File: src/rtl/mips_pkg.sv
`default_nettype none
// ============================================================================
// Module      : mips_pkg
// Description : Shared MIPS opcode/funct constants, ALU op encoding and the
//               decode-to-execute bundle type.
// Revision    : 1.0 - initial release
// ============================================================================
package mips_pkg;

    localparam logic [5:0] c_OP_RTYPE = 6'h00;
    localparam logic [5:0] c_OP_J     = 6'h02;
    localparam logic [5:0] c_OP_JAL   = 6'h03;
    localparam logic [5:0] c_OP_BEQ   = 6'h04;
    localparam logic [5:0] c_OP_BNE   = 6'h05;
    localparam logic [5:0] c_OP_ADDI  = 6'h08;
    localparam logic [5:0] c_OP_ADDIU = 6'h09;
    localparam logic [5:0] c_OP_SLTI  = 6'h0A;
    localparam logic [5:0] c_OP_SLTIU = 6'h0B;
    localparam logic [5:0] c_OP_ANDI  = 6'h0C;
    localparam logic [5:0] c_OP_ORI   = 6'h0D;
    localparam logic [5:0] c_OP_XORI  = 6'h0E;
    localparam logic [5:0] c_OP_LUI   = 6'h0F;
    localparam logic [5:0] c_OP_LW    = 6'h23;
    localparam logic [5:0] c_OP_SW    = 6'h2B;

    localparam logic [5:0] c_FN_SLL  = 6'h00;
    localparam logic [5:0] c_FN_SRL  = 6'h02;
    localparam logic [5:0] c_FN_SRA  = 6'h03;
    localparam logic [5:0] c_FN_JR   = 6'h08;
    localparam logic [5:0] c_FN_ADD  = 6'h20;
    localparam logic [5:0] c_FN_ADDU = 6'h21;
    localparam logic [5:0] c_FN_SUB  = 6'h22;
    localparam logic [5:0] c_FN_SUBU = 6'h23;
    localparam logic [5:0] c_FN_AND  = 6'h24;
    localparam logic [5:0] c_FN_OR   = 6'h25;
    localparam logic [5:0] c_FN_XOR  = 6'h26;
    localparam logic [5:0] c_FN_NOR  = 6'h27;
    localparam logic [5:0] c_FN_SLT  = 6'h2A;
    localparam logic [5:0] c_FN_SLTU = 6'h2B;

    typedef enum logic [3:0] {
        ALU_ADD    = 4'd0,
        ALU_SUB    = 4'd1,
        ALU_AND    = 4'd2,
        ALU_OR     = 4'd3,
        ALU_XOR    = 4'd4,
        ALU_NOR    = 4'd5,
        ALU_SLT    = 4'd6,
        ALU_SLTU   = 4'd7,
        ALU_SLL    = 4'd8,
        ALU_SRL    = 4'd9,
        ALU_SRA    = 4'd10,
        ALU_LUI    = 4'd11,
        ALU_PASS_B = 4'd12
    } alu_op_t;

    typedef struct packed {
        logic [31:0] pc;
        logic [31:0] rs_data;
        logic [31:0] rt_data;
        logic [31:0] imm;
        logic [31:0] target;
        logic [4:0]  dest;
        logic [4:0]  shamt;
        alu_op_t     alu_op;
        logic        alu_src_imm;
        logic        reg_we;
        logic        mem_rd;
        logic        mem_wr;
        logic        branch_eq;
        logic        branch_ne;
        logic        jump;
        logic        jump_reg;
        logic        illegal;
    } id_bundle_t;

    function automatic logic [31:0] sext16(input logic [15:0] v);
        return {{16{v[15]}}, v};
    endfunction

endpackage
`default_nettype wire

File: src/rtl/regfile.sv
`default_nettype none
// ============================================================================
// Module      : regfile
// Description : 32x32 register file, 2 read / 1 write, $0 hardwired to zero,
//               write-before-read bypass on both read ports.
// Revision    : 1.0 - initial release
// ============================================================================
module regfile (
    input  logic        clk,
    input  logic        rst_n,
    input  logic        i_we,
    input  logic [4:0]  i_waddr,
    input  logic [31:0] i_wdata,
    input  logic [4:0]  i_raddr_a,
    input  logic [4:0]  i_raddr_b,
    output logic [31:0] o_rdata_a,
    output logic [31:0] o_rdata_b
);

    logic [31:0] r_mem [32];

    always_ff @(posedge clk or negedge rst_n) begin
        if (!rst_n) begin
            for (int i = 0; i < 32; i++) begin
                r_mem[i] <= 32'h0;
            end
        end else if (i_we && (i_waddr != 5'd0)) begin
            r_mem[i_waddr] <= i_wdata;
        end
    end

    always_comb begin
        o_rdata_a = r_mem[i_raddr_a];
        o_rdata_b = r_mem[i_raddr_b];
        if (i_we && (i_waddr == i_raddr_a)) o_rdata_a = i_wdata;
        if (i_we && (i_waddr == i_raddr_b)) o_rdata_b = i_wdata;
        // Index 0 wins over the bypass so $0 can never be overridden.
        if (i_raddr_a == 5'd0) o_rdata_a = 32'h0;
        if (i_raddr_b == 5'd0) o_rdata_b = 32'h0;
    end

endmodule
`default_nettype wire

File: src/rtl/decode.sv
`default_nettype none
// ============================================================================
// Module      : decode
// Description : MIPS decode stage - cracks one instruction per accept into a
//               registered bundle with operands read from the register file.
// Revision    : 1.0 - initial release
// ============================================================================
module decode
    import mips_pkg::*;
#(
    parameter logic [31:0] RESET_PC = 32'h0000_0000
) (
    input  logic        CLK,
    input  logic        RST_N,
    input  logic        if_valid,
    input  logic [31:0] if_instr,
    input  logic [31:0] if_pc,
    output logic        id_ready,
    input  logic        flush,
    input  logic        wb_we,
    input  logic [4:0]  wb_addr,
    input  logic [31:0] wb_data,
    input  logic        ex_ready,
    output logic        id_valid,
    output logic [31:0] id_pc,
    output logic [31:0] id_rs_data,
    output logic [31:0] id_rt_data,
    output logic [31:0] id_imm,
    output logic [4:0]  id_dest,
    output logic [4:0]  id_shamt,
    output logic [3:0]  id_alu_op,
    output logic        id_alu_src_imm,
    output logic        id_reg_we,
    output logic        id_mem_rd,
    output logic        id_mem_wr,
    output logic        id_branch_eq,
    output logic        id_branch_ne,
    output logic        id_jump,
    output logic        id_jump_reg,
    output logic        id_illegal,
    output logic [31:0] id_target
);

    logic [5:0]  w_op;
    logic [5:0]  w_funct;
    logic [4:0]  w_rs;
    logic [4:0]  w_rt;
    logic [4:0]  w_rd;
    logic [4:0]  w_shamt;
    logic [15:0] w_imm16;
    logic [31:0] w_sext;
    logic [31:0] w_pc4;
    logic [31:0] w_btgt;
    logic [31:0] w_jtgt;
    logic [31:0] w_rs_val;
    logic [31:0] w_rt_val;
    logic        w_legal;
    logic        w_accept;
    id_bundle_t  w_dec;

    logic        r_valid;
    id_bundle_t  r_bun;

    assign w_op    = if_instr[31:26];
    assign w_rs    = if_instr[25:21];
    assign w_rt    = if_instr[20:16];
    assign w_rd    = if_instr[15:11];
    assign w_shamt = if_instr[10:6];
    assign w_funct = if_instr[5:0];
    assign w_imm16 = if_instr[15:0];
    assign w_sext  = sext16(w_imm16);
    assign w_pc4   = if_pc + 32'd4;
    assign w_btgt  = w_pc4 + {w_sext[29:0], 2'b00};
    assign w_jtgt  = {w_pc4[31:28], if_instr[25:0], 2'b00};

    regfile u_regfile (
        .clk       (CLK),
        .rst_n     (RST_N),
        .i_we      (wb_we),
        .i_waddr   (wb_addr),
        .i_wdata   (wb_data),
        .i_raddr_a (w_rs),
        .i_raddr_b (w_rt),
        .o_rdata_a (w_rs_val),
        .o_rdata_b (w_rt_val)
    );

    always_comb begin
        w_legal          = 1'b1;
        w_dec            = '0;
        w_dec.pc         = if_pc;
        w_dec.rs_data    = w_rs_val;
        w_dec.rt_data    = w_rt_val;
        w_dec.imm        = w_sext;
        w_dec.alu_op     = ALU_ADD;
        case (w_op)
            c_OP_RTYPE: begin
                w_dec.dest  = w_rd;
                w_dec.shamt = w_shamt;
                case (w_funct)
                    c_FN_SLL:             w_dec.alu_op = ALU_SLL;
                    c_FN_SRL:             w_dec.alu_op = ALU_SRL;
                    c_FN_SRA:             w_dec.alu_op = ALU_SRA;
                    c_FN_ADD, c_FN_ADDU:  w_dec.alu_op = ALU_ADD;
                    c_FN_SUB, c_FN_SUBU:  w_dec.alu_op = ALU_SUB;
                    c_FN_AND:             w_dec.alu_op = ALU_AND;
                    c_FN_OR:              w_dec.alu_op = ALU_OR;
                    c_FN_XOR:             w_dec.alu_op = ALU_XOR;
                    c_FN_NOR:             w_dec.alu_op = ALU_NOR;
                    c_FN_SLT:             w_dec.alu_op = ALU_SLT;
                    c_FN_SLTU:            w_dec.alu_op = ALU_SLTU;
                    c_FN_JR: begin
                        w_dec.dest     = 5'd0;
                        w_dec.jump_reg = 1'b1;
                        w_dec.target   = w_rs_val;
                    end
                    default:              w_legal = 1'b0;
                endcase
            end
            c_OP_J: begin
                w_dec.jump   = 1'b1;
                w_dec.target = w_jtgt;
            end
            c_OP_JAL: begin
                w_dec.jump        = 1'b1;
                w_dec.target      = w_jtgt;
                w_dec.dest        = 5'd31;
                w_dec.imm         = if_pc + 32'd8;
                w_dec.alu_op      = ALU_PASS_B;
                w_dec.alu_src_imm = 1'b1;
            end
            c_OP_BEQ, c_OP_BNE: begin
                w_dec.branch_eq = (w_op == c_OP_BEQ);
                w_dec.branch_ne = (w_op == c_OP_BNE);
                w_dec.alu_op    = ALU_SUB;
                w_dec.target    = w_btgt;
            end
            c_OP_ADDI, c_OP_ADDIU, c_OP_SLTI, c_OP_SLTIU, c_OP_LW: begin
                w_dec.dest        = w_rt;
                w_dec.alu_src_imm = 1'b1;
                w_dec.mem_rd      = (w_op == c_OP_LW);
                if (w_op == c_OP_SLTI)  w_dec.alu_op = ALU_SLT;
                if (w_op == c_OP_SLTIU) w_dec.alu_op = ALU_SLTU;
            end
            c_OP_ANDI, c_OP_ORI, c_OP_XORI: begin
                w_dec.dest        = w_rt;
                w_dec.alu_src_imm = 1'b1;
                w_dec.imm         = {16'h0, w_imm16};
                w_dec.alu_op      = (w_op == c_OP_ANDI) ? ALU_AND :
                                    (w_op == c_OP_ORI)  ? ALU_OR  : ALU_XOR;
            end
            c_OP_LUI: begin
                w_dec.dest        = w_rt;
                w_dec.alu_src_imm = 1'b1;
                w_dec.imm         = {w_imm16, 16'h0};
                w_dec.alu_op      = ALU_LUI;
            end
            c_OP_SW: begin
                w_dec.mem_wr      = 1'b1;
                w_dec.alu_src_imm = 1'b1;
            end
            default: w_legal = 1'b0;
        endcase

        // A $0 destination never writes, which also makes the all-zero NOP inert.
        w_dec.reg_we = w_legal && (w_dec.dest != 5'd0);

        if (!w_legal) begin
            w_dec.illegal     = 1'b1;
            w_dec.dest        = 5'd0;
            w_dec.mem_rd      = 1'b0;
            w_dec.mem_wr      = 1'b0;
            w_dec.branch_eq   = 1'b0;
            w_dec.branch_ne   = 1'b0;
            w_dec.jump        = 1'b0;
            w_dec.jump_reg    = 1'b0;
            w_dec.target      = 32'h0;
            w_dec.alu_op      = ALU_ADD;
            w_dec.alu_src_imm = 1'b0;
        end
    end

    assign id_ready = !r_valid || ex_ready;
    assign w_accept = if_valid && id_ready && !flush;

    always_ff @(posedge CLK or negedge RST_N) begin
        if (!RST_N) begin
            r_valid  <= 1'b0;
            r_bun    <= '0;
            r_bun.pc <= RESET_PC;
        end else if (flush) begin
            r_valid  <= 1'b0;
            r_bun.pc <= RESET_PC;
        end else if (w_accept) begin
            r_valid  <= 1'b1;
            r_bun    <= w_dec;
        end else if (r_valid && ex_ready) begin
            r_valid  <= 1'b0;
            r_bun.pc <= RESET_PC;
        end
    end

    assign id_valid       = r_valid;
    assign id_pc          = r_bun.pc;
    assign id_rs_data     = r_bun.rs_data;
    assign id_rt_data     = r_bun.rt_data;
    assign id_imm         = r_bun.imm;
    assign id_dest        = r_bun.dest;
    assign id_shamt       = r_bun.shamt;
    assign id_alu_op      = r_bun.alu_op;
    assign id_alu_src_imm = r_bun.alu_src_imm;
    assign id_reg_we      = r_bun.reg_we;
    assign id_mem_rd      = r_bun.mem_rd;
    assign id_mem_wr      = r_bun.mem_wr;
    assign id_branch_eq   = r_bun.branch_eq;
    assign id_branch_ne   = r_bun.branch_ne;
    assign id_jump        = r_bun.jump;
    assign id_jump_reg    = r_bun.jump_reg;
    assign id_illegal     = r_bun.illegal;
    assign id_target      = r_bun.target;

endmodule
`default_nettype wire

File: config.mk
export PLATFORM = sky130hd
export DESIGN_NAME = decode
export DESIGN_NICKNAME = d
export VERILOG_FILES = /design/src/rtl/mips_pkg.sv /design/src/rtl/regfile.sv /design/src/rtl/decode.sv
export SDC_FILE = /design/constraint.sdc
export NUM_CORES = 2
export LEC_CHECK = 0
export BUFFER_PORTS_ARGS = -buffer_cell sky130_fd_sc_hd__clkbuf_2
export CORE_AREA = 2 2 347 349
export CTS_BUF_LIST = sky130_fd_sc_hd__clkbuf_8
export DETAILED_ROUTE_END_ITERATION = 6
export DIE_AREA = 0 0 349 351
export PLACE_DENSITY = 0.75
export SLEW_MARGIN = 30
export SYNTH_ARGS = -nofsm -noshare
export SYNTH_HDL_FRONTEND = slang
export SYNTH_SLANG_ARGS = --single-unit
File: constraint.sdc
create_clock -name CLK -period 2.18 [get_ports CLK]
set_clock_uncertainty 0.05 [all_clocks]
set_input_delay 0.327 -clock CLK [delete_from_list [all_inputs] [get_ports CLK]]
set_output_delay 0.327 -clock CLK [all_outputs]
set_load 0.05 [all_outputs]
==> out/results.txt <==
Seq/Total Area, Yosys = 46.5%
Lkg Pwr = 38.3 nW
First-iteration detailed-routing DRC count = 5714
Max-slew violations = 0
GPL Wtd Cong = 0.957
RSZ-0062 raised after global routing = yes
End-of-flow core utilization = 70.5%
Finish-stage setup viols = 43
Worst EP arrival = 3.41 ns
CTS Buffer Depth = 3
Via Count = 50670
Synthesized area per cell = 13.6 um^2
Violated checks = DRC, setup timing
Critical path's slowest cell = o31a_1
WP buf/inv = 6
Post-synth EDFFs = 0
Syn Inst Count = 4778
WHS = 0.0215 ns
Synth top area cells = dfrtp_1 (46%), mux4_2 (18%), mux2_2 (17%)
Pwr/cell area = 828 nW/um^2
Mapped Nets = 4921
Pre-Repair DR Iteration Count = 7
Row cnt = 127
Biggest register = u_regfile.r_mem
Latest clock arrival within the worst-skew pair = 0.93 ns
Max Freq = 377 MHz
Layout cells sized above 1 = 56.4%
Gr usage total = 36.5%
Largest net degree at the start of global routing = 105
Final WL = 224 mm
Worst vdd ir = 637 uV
Area of the mapped netlist = 65100 um^2
Hold Fails Final Rpt = 0
Die Span Y = 351 um
Synth unique cells = 76
Setup crit start kind = input port
Post-route cell area = 83900 um^2
# fillers = 7729
Crit path max fanout = 3
Ys flop type = dfrtp_1
Critical path type = input port to flop
Rel. slew slack = 44.1%
Post-synth top area share = 46.5%
Outcome = finished with violations
IO buf count = 291
Layout area overhead = 29.0%
YS warnings = 0
Most frequent cell after synthesis = dfrtp_1
TritonCTS clock tree = built
Cts bufs inserted = 196
Synth Register Bits = 1208
Setup crit end kind = flop
Final worst setup slack = -0.471 ns
Flip-flop and latch area = 30200 um^2
DR WL/cell = 28.9 um
Via/cell ratio = 6.54
Clock tree root driver cell = clkbuf_8
Die Footprint = 122000 um^2
Required time worst endpoint = 2.94 ns
Tot Pwr = 69.5 mW
Clock sinks = 1208
Final min period = 2.65 ns
Number of flip-flops in the largest register = 1024
CP cell instances = buf_6 > and3_4 > buf_4 > buf_6 > nand3_4 > nor2_4 > buf_6 > buf_4 > xor2_1 > ha_1 > and4_4 > a21oi_2 > o21ai_2 > o31a_1 > buf_6 > o21ai_4 > nand3b_1 > a21oi_2 > xor2_1 > o311ai_1
Max cap viols = 0
Post-synth top area cell = dfrtp_1
CTS H-tree depth = 4
Worst min path class = input port to flop
Synth top cells by count = dfrtp_1 (1208), mux2_2 (968), mux4_2 (518)
Total gr overflow = 0
Asr flop ratio synth = 100%
CP most frequent cell = buf_6
Core area = 119000 um^2
Clk slew on worst S/H paths = 0.06 ns
Vias in the first global route = 52437
Slowest cell delay on critical path = 0.36 ns
DPL Wire Length = 150 mm
Starting Density = 54.7%
Residual DRC count = 22
Slew @ Worst Pin = 0.835 ns
IO Count = 292
Die X = 349 um
First-pass GRT wire length = 332 mm
Final nets = 6185
Footprint of the multi-input gates = 34100 um^2
Final period util = 122%
Cell Area, Placed = 77200 um^2
Final ANT Viol Nets = 0
Worst path top cell family by delay = compound AO/OA/AOI/OAI gates
Initial antenna violation count = 7
Setup TNS = -8.48 ns
-- worst paths after layout --
path	slack, ns	from	cells past startpoint	to
setup / recovery	-0.47	if_pc[6]	20	id_target[29]
hold / removal	0.02	if_instr[31]	6	id_shamt[2]
setup reg to reg	-0.43	u_regfile.r_mem[772]	7	id_target[4]
hold reg to reg	0.35	u_regfile.r_mem[1023]	0	u_regfile.r_mem[1023]
max in group asynchronous	1.32	RST_N	4	u_regfile.r_mem[880]
min in group asynchronous	0.10	RST_N	3	id_dest[2]
-- placed cells by master, fill, tap and decap left out, types with 41 or more instances in the layout --
master,instances
a22o_1,43
nand2_1,228
buf_6,61
a21oi_1,73
a221oi_1,109
clkbuf_8,248
o21ai_1,47
inv_1,84
dfrtp_1,1207
xnor2_1,41
mux2_2,966
o21ai_0,84
nor2_1,178
buf_4,971
buf_12,161
mux2i_1,196
clkbuf_2,270
mux4_2,518
dlygate4sd3_1,86
o21ai_2,41
-- report_power, final --
group,switching [mW],internal (mW)
logic,8.79,10.8
clock network,9.50,11.1
registers,2.81,26.5
-- per-layer routing --
metal | track usage (%) | wire, um
met5 | 0 | 72
met3 | 7.50 | 20100
met2 | 58.0 | 106000
met4 | 20.9 | 13700
met1 | 47.0 | 84200
-- final cells by class --
type,instances,area share (%)
diodes,3,0.00895
clock buffers,248,4.07
well taps,1548,2.31
multi-input cells,3060,40.6
clock inverters,107,0.817
repair buffers,1557,16.1
flip-flops and latches,1208,36.0
inverters,19,0.0909
-- cell families (layout without fill, tap and decap cells) --
logic type               count (synthesis)  count (layout)  share of synthesized area, %
AO/OA/AOI/OAI                          597             597                          6.17
XOR/XNOR                                88              88                          1.20
adder cells (fa/ha/maj)                 36              36                         0.704
buffers and inverters                  510            1931                          3.20
flip-flops                            1208            1208                          46.5
multiplexers                          1692            1692                          37.9
other                                    0               3                             0
AND/OR/NAND/NOR                        647             647                          4.41
-- worst register-to-register path: cells and delay by family (launching register included) --
family	cells	cell delay (ns)
multiplexers	3	1.12
flip-flops	1	0.39
AO/OA/AOI/OAI	3	0.73
buffers and inverters	1	0.21
-- what timing repair did --
item / CTS / global route
setup buffers: 39 / 47
resized for setup: 148 / 181
endpoints found under the setup margin: 49 / 79
hold buffers: 86 / 2
cloned: 0 / 0
hold endpoints to repair: 1704 / 3
pin swaps: 64 / 89
-- metrics by stage --
step / setup slack, ns / instances
final: -0.471 / 7750
after global routing: -0.581 / 7748
after CTS: -0.433 / 7718
after detailed placement: -1.43 / 7242
after global placement: -1.45 / 7242
after floorplan: -1.21 / 4778
No activity file was read; power rests on OpenSTA's default activity.
